$ cat config.mk
export PLATFORM = sky130hd
export DESIGN_NAME = ppd_commutator
export DESIGN_NICKNAME = d
export VERILOG_FILES = /design/src/rtl/ppd_commutator.sv
export SDC_FILE = /design/constraint.sdc
export NUM_CORES = 1
export LEC_CHECK = 0
export ABC_AREA = 1
export CORE_AREA = 3 3 197 199
export DETAILED_ROUTE_END_ITERATION = 6
export DIE_AREA = 0 0 200 202
export PLACE_DENSITY = 0.71
export RECOVER_POWER = 50
export SLEW_MARGIN = 20
export SYNTH_ARGS = -nofsm -noshare
export SYNTH_HDL_FRONTEND = slang
export SYNTH_SLANG_ARGS = --single-unit
$ cat constraint.sdc
create_clock -name i_clk -period 2.8 [get_ports i_clk]
set_input_delay 0.56 -clock i_clk [delete_from_list [all_inputs] [get_ports i_clk]]
set_output_delay 0.56 -clock i_clk [all_outputs]
set_load 0.01 [all_outputs]
$ cat src/rtl/ppd_commutator.sv
// Serial-to-parallel input commutator for the polyphase decimation filter.
// Optional frame re-alignment input i_sync is enabled by defining PPD_COMM_SYNC_EN.
module ppd_commutator #(
    parameter int gp_idata_width       = 6,
    parameter int gp_decimation_factor = 31,
    parameter int gp_ccw               = 1,
    localparam int LP_PW = (gp_decimation_factor > 1) ? $clog2(gp_decimation_factor) : 1
) (
    input  logic                                           i_clk,
    input  logic                                           i_rst,
    input  logic                                           i_ena,
`ifdef PPD_COMM_SYNC_EN
    input  logic                                           i_sync,
`endif
    input  logic [gp_idata_width-1:0]                      i_data,
    output logic [gp_decimation_factor*gp_idata_width-1:0] o_data,
    output logic                                           o_valid,
    output logic [LP_PW-1:0]                               o_phase
);

    localparam int W = gp_idata_width;
    localparam int D = gp_decimation_factor;

    logic [LP_PW-1:0] r_phase;
    logic [D*W-1:0]   r_buf;
    logic [D*W-1:0]   r_data;
    logic             r_valid;

    logic [LP_PW-1:0] w_phase_eff;
    logic [D*W-1:0]   w_buf_next;
    logic             w_last;
    logic             w_sync;
    int               w_lane;

`ifdef PPD_COMM_SYNC_EN
    assign w_sync = i_sync;
`else
    assign w_sync = 1'b0;
`endif

    // A sync with a sample restarts the frame at phase 0.
    always_comb begin
        w_phase_eff = (w_sync && i_ena) ? '0 : r_phase;
        w_last      = (w_phase_eff == LP_PW'(D - 1));
        w_lane      = (gp_ccw != 0) ? (D - 1 - int'(w_phase_eff)) : int'(w_phase_eff);
        w_buf_next  = r_buf;
        for (int j = 0; j < D; j++) begin
            if (j == w_lane) begin
                w_buf_next[j*W +: W] = i_data;
            end
        end
    end

    always_ff @(posedge i_clk) begin
        if (i_rst) begin
            r_phase <= '0;
            r_buf   <= '0;
            r_data  <= '0;
            r_valid <= 1'b0;
        end else begin
            r_valid <= 1'b0;
            if (i_ena) begin
                r_buf <= w_buf_next;
                if (w_last) begin
                    r_phase <= '0;
                    r_data  <= w_buf_next;
                    r_valid <= 1'b1;
                end else begin
                    r_phase <= w_phase_eff + 1'b1;
                end
            end else if (w_sync) begin
                r_phase <= '0;
            end
        end
    end

    assign o_data  = r_data;
    assign o_valid = r_valid;
    assign o_phase = r_phase;

endmodule

==> results.yml <==
run_status:
  status: "finished, final reports clean"
die:
  die_height_um: 202
  floorplan.die.width_um: 200
  rows: 71
  floorplan.initialDensity_pct: 49.7
  floorplan.io_pins: 201
  core_area_um2: 37400
  area_enclosed_by_the_die_boundary_um2: 40400
sta:
  worst_pin_slew_ps: 1200
  worst_slew_margin_rel_pct: 20.2
  slew_violations: 0
  final-setup-viol-count: 0
  fmaxAchievable_mhz: 402
  clock_period_minus_worst_slack_ps: 2490
  tns_ps: 0
  finalHoldViolCount: 0
  rsz0062_at_grt: "false"
  fin_hold_ws_ps: 468
  min_period_over_period_pct: 88.9
  clock_skew_ps: 14.8
clocking:
  tritoncts_sinks: 378
  tritoncts_clock_tree: "built"
  post_cts_resize_count: 0
  root_buffer: "clkbuf_16"
  cts-buffers-inserted: 42
  cts_max_level: 2
  ctsHoldBuffers: 0
  post_cts_setup_repair_buffer_count: 0
  max-clock-path-buffers: 3
  worst_setup_hold_path_clk_slew_ps: 60
  clkLatencyLatePin_ps: 560
worst_setup_path:
  worstSetupEndpointType: "flip-flop"
  critical_path_class: "flip-flop to flip-flop"
  crit_path_required_time_ps: 3270
  crit_path_max_fanout: 63
  worstPathArrival_ps: 2960
  setup.worst_path.start_class: "flip-flop"
finish:
  most-common-layout-cells: "nor2_1 (728), nand2_1 (489), nand3_1 (447)"
  antenna_cells_inserted: 0
  final_cells: 3502
  final_core_utilization_pct: 58.8
  design.final.nets: 2975
  final.fill_count: 3444
  area_growth_pct: 18.4
  most_common_cell_after_layout_fill_and_taps_aside: "nor2_1"
  layout-drive-gt1-share_pct: 7.15
  finish.instance_area_um2: 22000
placed_design:
  place_area_um2: 20700
  hpwlAfterDp_um: 33200
  place.detailed.instances: 3428
  port_buffers: 200
  gp_congestion: 0.810
yosys:
  synth_top_cell_by_area: "dfxtp_1"
  synth_top_flop_cell: "dfxtp_1"
  synthesized_area_fraction_occupied_by_ao_oa_aoi_and_oai_cells_pct: 4.15
  synth_edf_count: 0
  synth.mux.area_fraction_pct: 0
  async_reset_ff_share_pct: 0
  yosysSeqAreaShare_pct: 40.8
  postSynthNetCount: 2876
  post_synthesis_xor_xnor_area_fraction_pct: 0
  synth_top_cells_by_area: "dfxtp_1 (41%), nor2_1 (15%), nand3_1 (12%)"
  syn_inst: 2862
  synthesis.yosys.warnings: 0
  number_of_synthesized_register_bits: 378
  synthAdderAreaFrac_pct: 0.337
  synthSimpleGateAreaFrac_pct: 41.4
  fraction_of_post_synthesis_cell_area_in_the_top_cell_type_by_area_pct: 40.8
  synth_area_per_cell_um2: 6.49
  ys_types: 30
  mappedNetlistArea_um2: 18600
  synth_top_family_by_area: "simple AND/OR/NAND/NOR gates"
routing:
  drt-wirelength-per-cell_um: 14.9
  detail_route.vias_per_cell: 5.13
  max_used_layer: "met4"
  drt-total-wl_um: 52100
  vias: 18000
  detailroute.wirelength.met3_um: 3600
  route.antenna.remaining_nets: 0
  drtPass1Iterations: 6
  routed-wl-met2_um: 24000
  drt-initial-drc-count: 1645
  drt-met1-wl_um: 23400
  route.detailed.drc: 0
worst_hold_path:
  hold_path.class: "flip-flop to flip-flop"
global_route:
  grt.overflow.total: 0
  grt_max_degree: 245
  vias_in_the_first_global_route: 16600
  grt_antenna_before_repair: 0
  global_route_wire_length_before_repair_um: 84700
  grtUsageTotal_pct: 25.4
power_and_ir_drop:
  leakagePower_nw: 11.5
  power.density_cell_area_nw_per_um2: 551
  ir_drop_mv: 0.350
job:
  max_cap_viol_count: 0
[path summary, 6_finish.rpt]
check,endpoint,cells past startpoint,from,slack (ps)
setup / recovery,r_buf[148]$_SDFFE_PP0P_,13,o_phase[0]$_SDFFE_PP0P_,310
hold / removal,o_data[165]$_SDFFE_PP0P_,2,o_data[165]$_SDFFE_PP0P_,470
setup reg to reg,r_buf[148]$_SDFFE_PP0P_,13,o_phase[0]$_SDFFE_PP0P_,310
hold reg to reg,o_data[165]$_SDFFE_PP0P_,2,o_data[165]$_SDFFE_PP0P_,470
[stage by stage]
step / setup slack, ps / power [mW]
after CTS: 368 / 12.2
final: 310 / 12.1
after global placement: 537 / 6.66
after floorplan: 844 / 6.48
after global routing: 81.7 / 12.6
after detailed placement: 415 / 6.71
[cells by family (layout without fill, tap and decap cells)]
logic type               count (synthesis)  after routing
AO/OA/AOI/OAI                          146            146
adder cells (fa/ha/maj)                  5              5
buffers and inverters                  582            711
flip-flops                             378            378
AND/OR/NAND/NOR                       1751           1751
[critical path, cell delays in order, from the launching register on]
cell and delay, ps:
dfxtp_1 330, ha_1 320, inv_1 140, nor2_1 170, nand2_1 70, nand2_1 60
nand2_1 100, clkinv_2 80, buf_6 430, nand2_1 300, nand2_1 150, nand3_1 90
nand2_1 100, inv_1 40
[layer usage]
layer | track usage (%) | vias to the layer above
met1 | 34.9 | 8301
met5 | 0 | -
met4 | 7.75 | 0
met3 | 3.95 | 67
met2 | 41.3 | 600
li1 | - | 8988
[cell type report]
type / count / area [um^2] / area share (%)
Clock buffer: 64 / 1260 / 5.75
Clock inverter: 10 / 110 / 0.501
Inverter: 389 / 1480 / 6.71
Multi-Input combinational cell: 1902 / 8490 / 38.6
Sequential cell: 378 / 7570 / 34.4
Tap cell: 511 / 639 / 2.91
Timing Repair Buffer: 248 / 2440 / 11.1
[flip-flops by register name (all words and copies together) (netlist names)]
signal and flops:
o_phase 5, o_data 186, r_buf 186, o_valid 1
[synthesized netlist by cell type (2+ instances only)]
library cell,number
nand3_2,62
nor2_4,6
buf_1,20
nor2_2,7
nand3_1,445
a21oi_1,4
buf_6,4
buf_2,54
nand4_2,2
nand2_2,6
nand4_1,4
buf_8,6
inv_2,6
dfxtp_1,378
o21ai_1,49
o21ai_2,10
nand3_4,4
clkbuf_2,4
nand2_4,2
clkbuf_1,78
o21ai_0,82
ha_1,5
nand2_1,487
nor2_1,726
buf_4,26
inv_1,381
[where the power goes]
| part | internal (mW) | total (mW) | switching (mW) | leakage, nW |
|---|---|---|---|---|
| Sequential | 5.56 | 5.64 | 0.0867 | 3.08 |
| Clock | 3.29 | 5.52 | 2.23 | 0.678 |
| Combinational | 0.309 | 0.962 | 0.652 | 7.78 |
No activity file was read; power rests on OpenSTA's default activity.
